[src/rtl/alu32_issue_ctrl_if.sv]
// Command / ALU / result bundle for alu32_issue_ctrl.
// slave = the issue controller's view, master = the surrounding environment.
interface alu32_issue_ctrl_if #(
  parameter int TAG_W = 4,
  parameter int CNT_W = 16
);
  logic             in_valid;
  logic             in_ready;
  logic [2:0]       in_opcode;
  logic [31:0]      in_a;
  logic [31:0]      in_b;
  logic [TAG_W-1:0] in_tag;

  logic [31:0]      alu_a;
  logic [31:0]      alu_b;
  logic [2:0]       alu_opcode;
  logic             alu_enable;
  logic [63:0]      alu_result;

  logic             out_valid;
  logic             out_ready;
  logic [63:0]      out_result;
  logic [TAG_W-1:0] out_tag;
  logic             out_zero;
  logic             out_neg;
  logic [CNT_W-1:0] ops_done;

  modport slave (
    input  in_valid, in_opcode, in_a, in_b, in_tag,
    input  alu_result,
    input  out_ready,
    output in_ready,
    output alu_a, alu_b, alu_opcode, alu_enable,
    output out_valid, out_result, out_tag, out_zero, out_neg, ops_done
  );

  modport master (
    output in_valid, in_opcode, in_a, in_b, in_tag,
    output alu_result,
    output out_ready,
    input  in_ready,
    input  alu_a, alu_b, alu_opcode, alu_enable,
    input  out_valid, out_result, out_tag, out_zero, out_neg, ops_done
  );
endinterface

[src/rtl/alu32_issue_ctrl.sv]
// Issue/capture stage in front of alu32: IDLE -> EXEC -> DONE, one result per 2 cycles peak.
// Define ALU_ISSUE_FLAGS_EN to build the registered out_zero/out_neg flags; otherwise they are tied low.
module alu32_issue_ctrl #(
  parameter int TAG_W = 4,
  parameter int CNT_W = 16
) (
  input logic              clk,
  input logic              rst,
  alu32_issue_ctrl_if.slave bus
);

  typedef enum logic [1:0] {
    IDLE = 2'd0,
    EXEC = 2'd1,
    DONE = 2'd2
  } state_t;

  state_t state;
  state_t state_nxt;

  logic             in_ready_c;
  logic             accept;
  logic             out_fire;

  logic [31:0]      alu_a_q;
  logic [31:0]      alu_b_q;
  logic [2:0]       alu_op_q;
  logic [TAG_W-1:0] tag_q;
  logic [63:0]      result_q;
  logic [TAG_W-1:0] out_tag_q;
  logic [CNT_W-1:0] ops_q;

  always_ff @(posedge clk) begin
    if (rst) state <= IDLE;
    else     state <= state_nxt;
  end

  // DONE accepts a new command only on the same edge its result is consumed.
  always_comb begin
    state_nxt  = state;
    in_ready_c = 1'b0;
    case (state)
      IDLE: begin
        in_ready_c = 1'b1;
        if (bus.in_valid) state_nxt = EXEC;
      end
      EXEC: state_nxt = DONE;
      DONE: begin
        in_ready_c = bus.out_ready;
        if (bus.out_ready) state_nxt = bus.in_valid ? EXEC : IDLE;
      end
      default: state_nxt = IDLE;
    endcase
  end

  assign accept   = bus.in_valid && in_ready_c;
  assign out_fire = (state == DONE) && bus.out_ready;

  // Pending tag is separate from out_tag so a back-to-back accept cannot disturb the presented result.
  always_ff @(posedge clk) begin
    if (rst) begin
      alu_a_q  <= '0;
      alu_b_q  <= '0;
      alu_op_q <= '0;
      tag_q    <= '0;
    end else if (accept) begin
      alu_a_q  <= bus.in_a;
      alu_b_q  <= bus.in_b;
      alu_op_q <= bus.in_opcode;
      tag_q    <= bus.in_tag;
    end
  end

  always_ff @(posedge clk) begin
    if (rst) begin
      result_q  <= '0;
      out_tag_q <= '0;
    end else if (state == EXEC) begin
      result_q  <= bus.alu_result;
      out_tag_q <= tag_q;
    end
  end

  always_ff @(posedge clk) begin
    if (rst)           ops_q <= '0;
    else if (out_fire) ops_q <= ops_q + 1'b1;
  end

`ifdef ALU_ISSUE_FLAGS_EN
  logic zero_q;
  logic neg_q;

  always_ff @(posedge clk) begin
    if (rst) begin
      zero_q <= 1'b0;
      neg_q  <= 1'b0;
    end else if (state == EXEC) begin
      zero_q <= (bus.alu_result == '0);
      neg_q  <= bus.alu_result[63];
    end
  end

  assign bus.out_zero = zero_q;
  assign bus.out_neg  = neg_q;
`else
  assign bus.out_zero = 1'b0;
  assign bus.out_neg  = 1'b0;
`endif

  assign bus.in_ready   = in_ready_c;
  assign bus.alu_a      = alu_a_q;
  assign bus.alu_b      = alu_b_q;
  assign bus.alu_opcode = alu_op_q;
  assign bus.alu_enable = (state == EXEC);
  assign bus.out_valid  = (state == DONE);
  assign bus.out_result = result_q;
  assign bus.out_tag    = out_tag_q;
  assign bus.ops_done   = ops_q;

endmodule

[src/flat_wrapper.sv]
// flat-port wrapper written by rule: the top's interface ports become plain ports
module alu32_issue_ctrl_flat 
#(
  parameter int TAG_W = 4,
  parameter int CNT_W = 16
)
  (clk, rst, bus_in_valid, bus_in_opcode, bus_in_a, bus_in_b, bus_in_tag, bus_alu_result, bus_out_ready, bus_in_ready, bus_alu_a, bus_alu_b, bus_alu_opcode, bus_alu_enable, bus_out_valid, bus_out_result, bus_out_tag, bus_out_zero, bus_out_neg, bus_ops_done);
  alu32_issue_ctrl_if #(.TAG_W(TAG_W), .CNT_W(CNT_W)) bus_i ();
  input logic clk;
  input logic rst;
  input wire logic [$bits(bus_i.in_valid)-1:0] bus_in_valid;
  input wire logic [$bits(bus_i.in_opcode)-1:0] bus_in_opcode;
  input wire logic [$bits(bus_i.in_a)-1:0] bus_in_a;
  input wire logic [$bits(bus_i.in_b)-1:0] bus_in_b;
  input wire logic [$bits(bus_i.in_tag)-1:0] bus_in_tag;
  input wire logic [$bits(bus_i.alu_result)-1:0] bus_alu_result;
  input wire logic [$bits(bus_i.out_ready)-1:0] bus_out_ready;
  output wire logic [$bits(bus_i.in_ready)-1:0] bus_in_ready;
  output wire logic [$bits(bus_i.alu_a)-1:0] bus_alu_a;
  output wire logic [$bits(bus_i.alu_b)-1:0] bus_alu_b;
  output wire logic [$bits(bus_i.alu_opcode)-1:0] bus_alu_opcode;
  output wire logic [$bits(bus_i.alu_enable)-1:0] bus_alu_enable;
  output wire logic [$bits(bus_i.out_valid)-1:0] bus_out_valid;
  output wire logic [$bits(bus_i.out_result)-1:0] bus_out_result;
  output wire logic [$bits(bus_i.out_tag)-1:0] bus_out_tag;
  output wire logic [$bits(bus_i.out_zero)-1:0] bus_out_zero;
  output wire logic [$bits(bus_i.out_neg)-1:0] bus_out_neg;
  output wire logic [$bits(bus_i.ops_done)-1:0] bus_ops_done;
  assign bus_i.in_valid = bus_in_valid;
  assign bus_i.in_opcode = bus_in_opcode;
  assign bus_i.in_a = bus_in_a;
  assign bus_i.in_b = bus_in_b;
  assign bus_i.in_tag = bus_in_tag;
  assign bus_i.alu_result = bus_alu_result;
  assign bus_i.out_ready = bus_out_ready;
  assign bus_in_ready = bus_i.in_ready;
  assign bus_alu_a = bus_i.alu_a;
  assign bus_alu_b = bus_i.alu_b;
  assign bus_alu_opcode = bus_i.alu_opcode;
  assign bus_alu_enable = bus_i.alu_enable;
  assign bus_out_valid = bus_i.out_valid;
  assign bus_out_result = bus_i.out_result;
  assign bus_out_tag = bus_i.out_tag;
  assign bus_out_zero = bus_i.out_zero;
  assign bus_out_neg = bus_i.out_neg;
  assign bus_ops_done = bus_i.ops_done;
  alu32_issue_ctrl #(.TAG_W(TAG_W), .CNT_W(CNT_W)) u_core (.clk(clk), .rst(rst), .bus(bus_i));
endmodule
[config.mk]
export PLATFORM = sky130hd
export DESIGN_NAME = alu32_issue_ctrl_flat
export DESIGN_NICKNAME = d
export VERILOG_FILES = /design/src/rtl/alu32_issue_ctrl_if.sv /design/src/rtl/alu32_issue_ctrl.sv /design/src/flat_wrapper.sv
export SDC_FILE = /design/constraint.sdc
export NUM_CORES = 1
export LEC_CHECK = 0
export BUFFER_PORTS_ARGS = -buffer_cell sky130_fd_sc_hd__buf_4
export CAP_MARGIN = 20
export CORE_ASPECT_RATIO = 1.1
export CORE_MARGIN = 5
export CORE_UTILIZATION = 40
export DETAILED_ROUTE_END_ITERATION = 6
export PLACE_DENSITY_LB_ADDON = 0.2
export SETUP_SLACK_MARGIN = 0.1
export SYNTH_ARGS = -nofsm -noshare
export SYNTH_HDL_FRONTEND = slang
export SYNTH_SLANG_ARGS = --single-unit
[constraint.sdc]
create_clock -name clk -period 2.85 [get_ports clk]
set_clock_uncertainty 0.05 [all_clocks]
set_input_delay 0.1425 -clock clk [delete_from_list [all_inputs] [get_ports clk]]
set_output_delay 0.1425 -clock clk [all_outputs]
set_load 0.02 [all_outputs]
Word-level counts from Yosys, hierarchy flattened. Index checks and enable logic that the tools add are counted.

Add/sub/neg operators: 1. Eq/ne operators: 4. Muxes and demuxes: 5. Reductions and logical operators: 4.

Operators with widths (count): $add 16x1->16 const B (1); $pmux 2 s3 (1); $mux 2 (2); $ne 2x2->1 const B (2); $eq 2x1->1 const B (1); $eq 2x2->1 const B (1); $logic_and 1x1->1 (2); $logic_not 2->1 (1); $pmux 1 s2 (1); $reduce_and 2->1 (1); $mux 1 (1).

Register bits: 157. Input bits: 139. Output and inout port bits: 156. Logic and storage cells: 22.

Logic depth before layout (Yosys ltp).
Depth after elaboration: 3. Gate-level depth with buffers: 7. Gate-level depth less buffers: 5.

Worst setup path after synthesis. Ideal clock, no wire load.

Path kind: flip-flop to flip-flop. Start: register u_core.ops_q[0], in the netlist u_core.bus.ops_done[0]. End: register u_core.ops_q[12], in the netlist u_core.bus.ops_done[12]. Arrival time: 1.746 ns. Required time: 2.730 ns. Setup slack: 0.984 ns. Stages on the path, launching flop included: 6. Cell sequence: dfxtp_1 ha_1 inv_1 or3_4 or4_1 a21oi_1.

Cells in the longest elaborated chain, start to end: 1.

Ends and longest elaborated chain: start: declaration (line alu32_issue_ctrl.sv:31) `logic [CNT_W-1:0] ops_q;`; start signal: assignment (line alu32_issue_ctrl.sv:86) `else if (out_fire) ops_q <= ops_q + 1'b1;`; $add 16x1->16 (line alu32_issue_ctrl.sv:86).

No other way between the ends. A chain may end at the register's enable or synchronous reset.

Worst setup path in the final report.
Start: register u_core.state[1]. End: output bus_alu_enable.

Cells in the longest elaborated chain, start to end: 1.

Ends and longest elaborated chain: start: declaration (line alu32_issue_ctrl.sv:18) `state_t state;`; start signal: assignment (line alu32_issue_ctrl.sv:35) `else state <= state_nxt;`; $eq 2x1->1 (line alu32_issue_ctrl.sv:114) `assign bus.alu_enable = (state == EXEC);`; end: declaration (line flat_wrapper.sv:22) `output wire logic [$bits(bus_i.alu_enable)-1:0] bus_alu_enable;`.

No other way between the ends.

==> flow_summary_export.csv <==
group,metric,value,unit
status,status,"finished clean",
timing,final.setup.tns,0,ns
grt,first_global_vias,6300,
setup_path,slowest_stage,"inv_2",
final_layout,fin_nets,1249,
route,firstDrtPassIters,5,
clock_network,cts_max_path_buffers,2,
setup_path,r2r_cells,5,
grt,grtUsageTotal,23.76,%
synth,ys_seq_area_share,56.58,%
setup_path,cp_max_fo,43,
min_path,min-delay-start,"bus_out_ready",
setup_path,cp_data_required_time,2.66,ns
timing,maxClockFrequency,505.3,MHz
route,ant_nets,0,
synth,netlist_area,5555,um2
route,viasPerCell,4.759,
timing,setup_viol,0,
timing,slew_viol_final,0,
power_and_ir_drop,powerDensity,560.2,nW/um2
synth,synth_common_cells,"nand2_1 (283), dfxtp_1 (157), a21oi_1 (145)",
final_layout,area_delta_synth_final,76.60,%
setup_path,timing.rr.end,"u_core.bus.ops_done[12]",
synth,avgSynthCellArea,7.902,um2
power_and_ir_drop,finalPower,0.005496,W
final_layout,fin_area,9811,um2
setup_path,end_kind,"output port",
setup_path,crit_path_start_kind,"flip-flop",
synth,async_flop_share,0,%
grt,grt_pass1_wl,31220,um
synth,synth_top_area_share,56.58,%
grt,gr-total-overflow,0,
timing,hold_viol,0,
die,io_pins,295,
die,die_area,16350,um2
route,avgRoutedWirePerCell,15.24,um
clock_network,cts-buffers-inserted,17,
placement,placed_area,7888,um2
die,die_y,133.6,um
power_and_ir_drop,leakage,4.307,nW
synth,synth.area.top_cells,"dfxtp_1 (57%), nand2_1 (19%), a21oi_1 (13%)",
synth,yosysTopAreaCell,"dfxtp_1",
route,dr_total_vias,6225,
grt,gr-usage-met2,40.30,%
timing,rsz0062_at_grt,"no",
clock_network,clkLatencyLatePin,0.41,ns
power_and_ir_drop,vdd_ir_drop_max,0.3824,mV
grt,antenna_found_initial,0,
synth,yosysWarnings,0,
route,drt_iter0_drc,317,
final_layout,drive_above_1_share,29.82,%
synth,ys.flop_type,"dfxtp_1",
synth,yosysMostFrequentCell,"nand2_1",
grt,met3_usage,10.36,%
clock_network,cts_tree,"done",
setup_path,cp_slowest_stage_delay,0.53,ns
timing,finalCriticalPeriod,1.979,ns
route,totalWireLength,19930,um
synth,syn_inst,703,
route,post-route-drc-count,0,
clock_network,cts.clk_slew.worst_paths,0.06,ns
min_path,hold_path_class,"input port to flip-flop",
setup_path,worstSetupPathType,"flip-flop to output port",
timing,period_share,69.43,%
setup_path,arrival,1.79,ns
flow_run,drv_cap,0,
die,die_w,122.4,um
final_layout,diodes,0,
die,rows,45,
die,core_area,13740,um2
clock_network,cts.repair.resized,0,
placement,gp_congestion,0.7458,
synth,synth.distinct_cells,32,
timing,maxSlewHeadroom,51.17,%
timing,worst_pin_slew,0.7314,ns
synth,ys_ff_latch,157,
grt,top_usage_layer,"met2",
clock_network,htree_num_levels,4,
clock_network,root_buffer,"clkbuf_16",
setup_path,r2r_setup_slack,1.03,ns
grt,use_met1,25.81,%
clock_network,clock-sinks,157,
min_path,hold_depth,4,
synth,synth_edf_count,0,
setup_path,regToRegStartpoint,"u_core.bus.ops_done[0]",
placement,portBuffers,292,
setup_path,path_cells,"nand2b_2 > inv_2 > buf_4",
die,start_util,40.44,%
min_path,hold_path_end,"u_core.bus.ops_done[1]",
placement,dp_hpwl,12000,um
grt,grt_max_degree,73,
## cell type report
type | count | area [um2]
clock buffers | 22 | 454.2
clock inverters | 8 | 117.6
fillers | 995 | 3928
inverters | 7 | 26.28
multi-input cells | 491 | 2206
flip-flops and latches | 157 | 3143
well taps | 188 | 235.2
repair buffers | 435 | 3628
## metrics by stage
| stage | util [%] | std cells | hold WS (ns) | setup slack (ns) |
|---|---|---|---|---|
| finish | 71.41 | 1308 | 0.1161 | 0.8711 |
| floorplan | - | 704 | 0.2285 | 0.9836 |
| detailed placement | 57.41 | 1143 | 0.3484 | 1.036 |
| global route | 71.41 | 1308 | 0.1281 | 0.7357 |
| CTS | 71.41 | 1308 | 0.09652 | 0.8036 |
| global placement | 57.41 | 1143 | 0.3388 | 1.087 |
## sequential cells by signal, summed over array words and instances, names as in the netlist
| signal | flops |
|---|---|
| u_core.bus.alu_a | 32 |
| u_core.tag_q | 4 |
| u_core.bus.out_result | 64 |
| u_core.bus.alu_b | 32 |
| u_core.state | 2 |
| u_core.bus.out_tag | 4 |
| u_core.bus.alu_opcode | 3 |
| u_core.bus.ops_done | 16 |
## critical path: cells and delay by family, from the launching register on
kind,cells,cell delay (ns)
buffers and inverters,2,0.80
DFF,1,0.35
and+or+nand+nor,1,0.21
## timing repair
action	4_1_cts	5_1_grt
hold buffers	135	0
buffers inserted	0	0
hold endpoints to repair	135	0
## how the worst max path moves through the flow
stage / startpoint / end / slack [ns]
after global routing: u_core.state[1] / bus_alu_enable / 0.74
after detailed placement: u_core.bus.ops_done[0] / u_core.bus.ops_done[12] / 1.04
after floorplan: u_core.bus.ops_done[0] / u_core.bus.ops_done[12] / 0.98
final: u_core.state[1] / bus_alu_enable / 0.87
after global placement: u_core.bus.ops_done[0] / u_core.bus.ops_done[12] / 1.09
after CTS: u_core.state[1] / bus_alu_enable / 0.80
## layer usage
layer / routed length, um / vias to the layer above / part of all wire [%]
li1: - / 3073 / -
met1: 7437 / 2828 / 37
met2: 9788 / 276 / 49
met3: 2157 / 48 / 11
met4: 551 / 0 / 2.8
met5: 0 / - / 0
## kinds of logic (layout without fill, tap and decap cells)
kind of cell | after synthesis | after routing | synth area share [%]
flops | 157 | 157 | 56.58
mux | 2 | 2 | 0.3829
fa+ha+maj | 1 | 1 | 0.2252
other cells | 1 | 2 | 0.06750
compound gates | 150 | 150 | 13.67
xor+xnor | 9 | 9 | 1.419
buf+inv | 56 | 472 | 3.941
simple gates | 327 | 327 | 23.72
## cell usage in the layout, fill, tap and decap left out, drive strengths merged, types with 2 or more instances in the layout
master         n
inv            7
bufinv         3
xnor2          5
nand3          7
or4            2
clkbuf        22
o21ai          2
a21oi        145
or3            4
nor4           4
nor3           2
xor2           4
dlygate4sd3  135
clkinv         4
nand4          3
nor2          14
nor2b          2
nand2        283
buf          300
conb           2
nand2b         3
dfxtp        157
## power by group
part	switching (W)	internal, W	leakage, nW	total [W]
combinational	0.000456	0.000451	2.74	0.000907
clock	0.000841	0.00138	0.280	0.00223
sequential	0.0000587	0.00231	1.28	0.00236
total	0.00136	0.00414	4.31	0.00550
No activity file was read; power rests on OpenSTA's default activity.
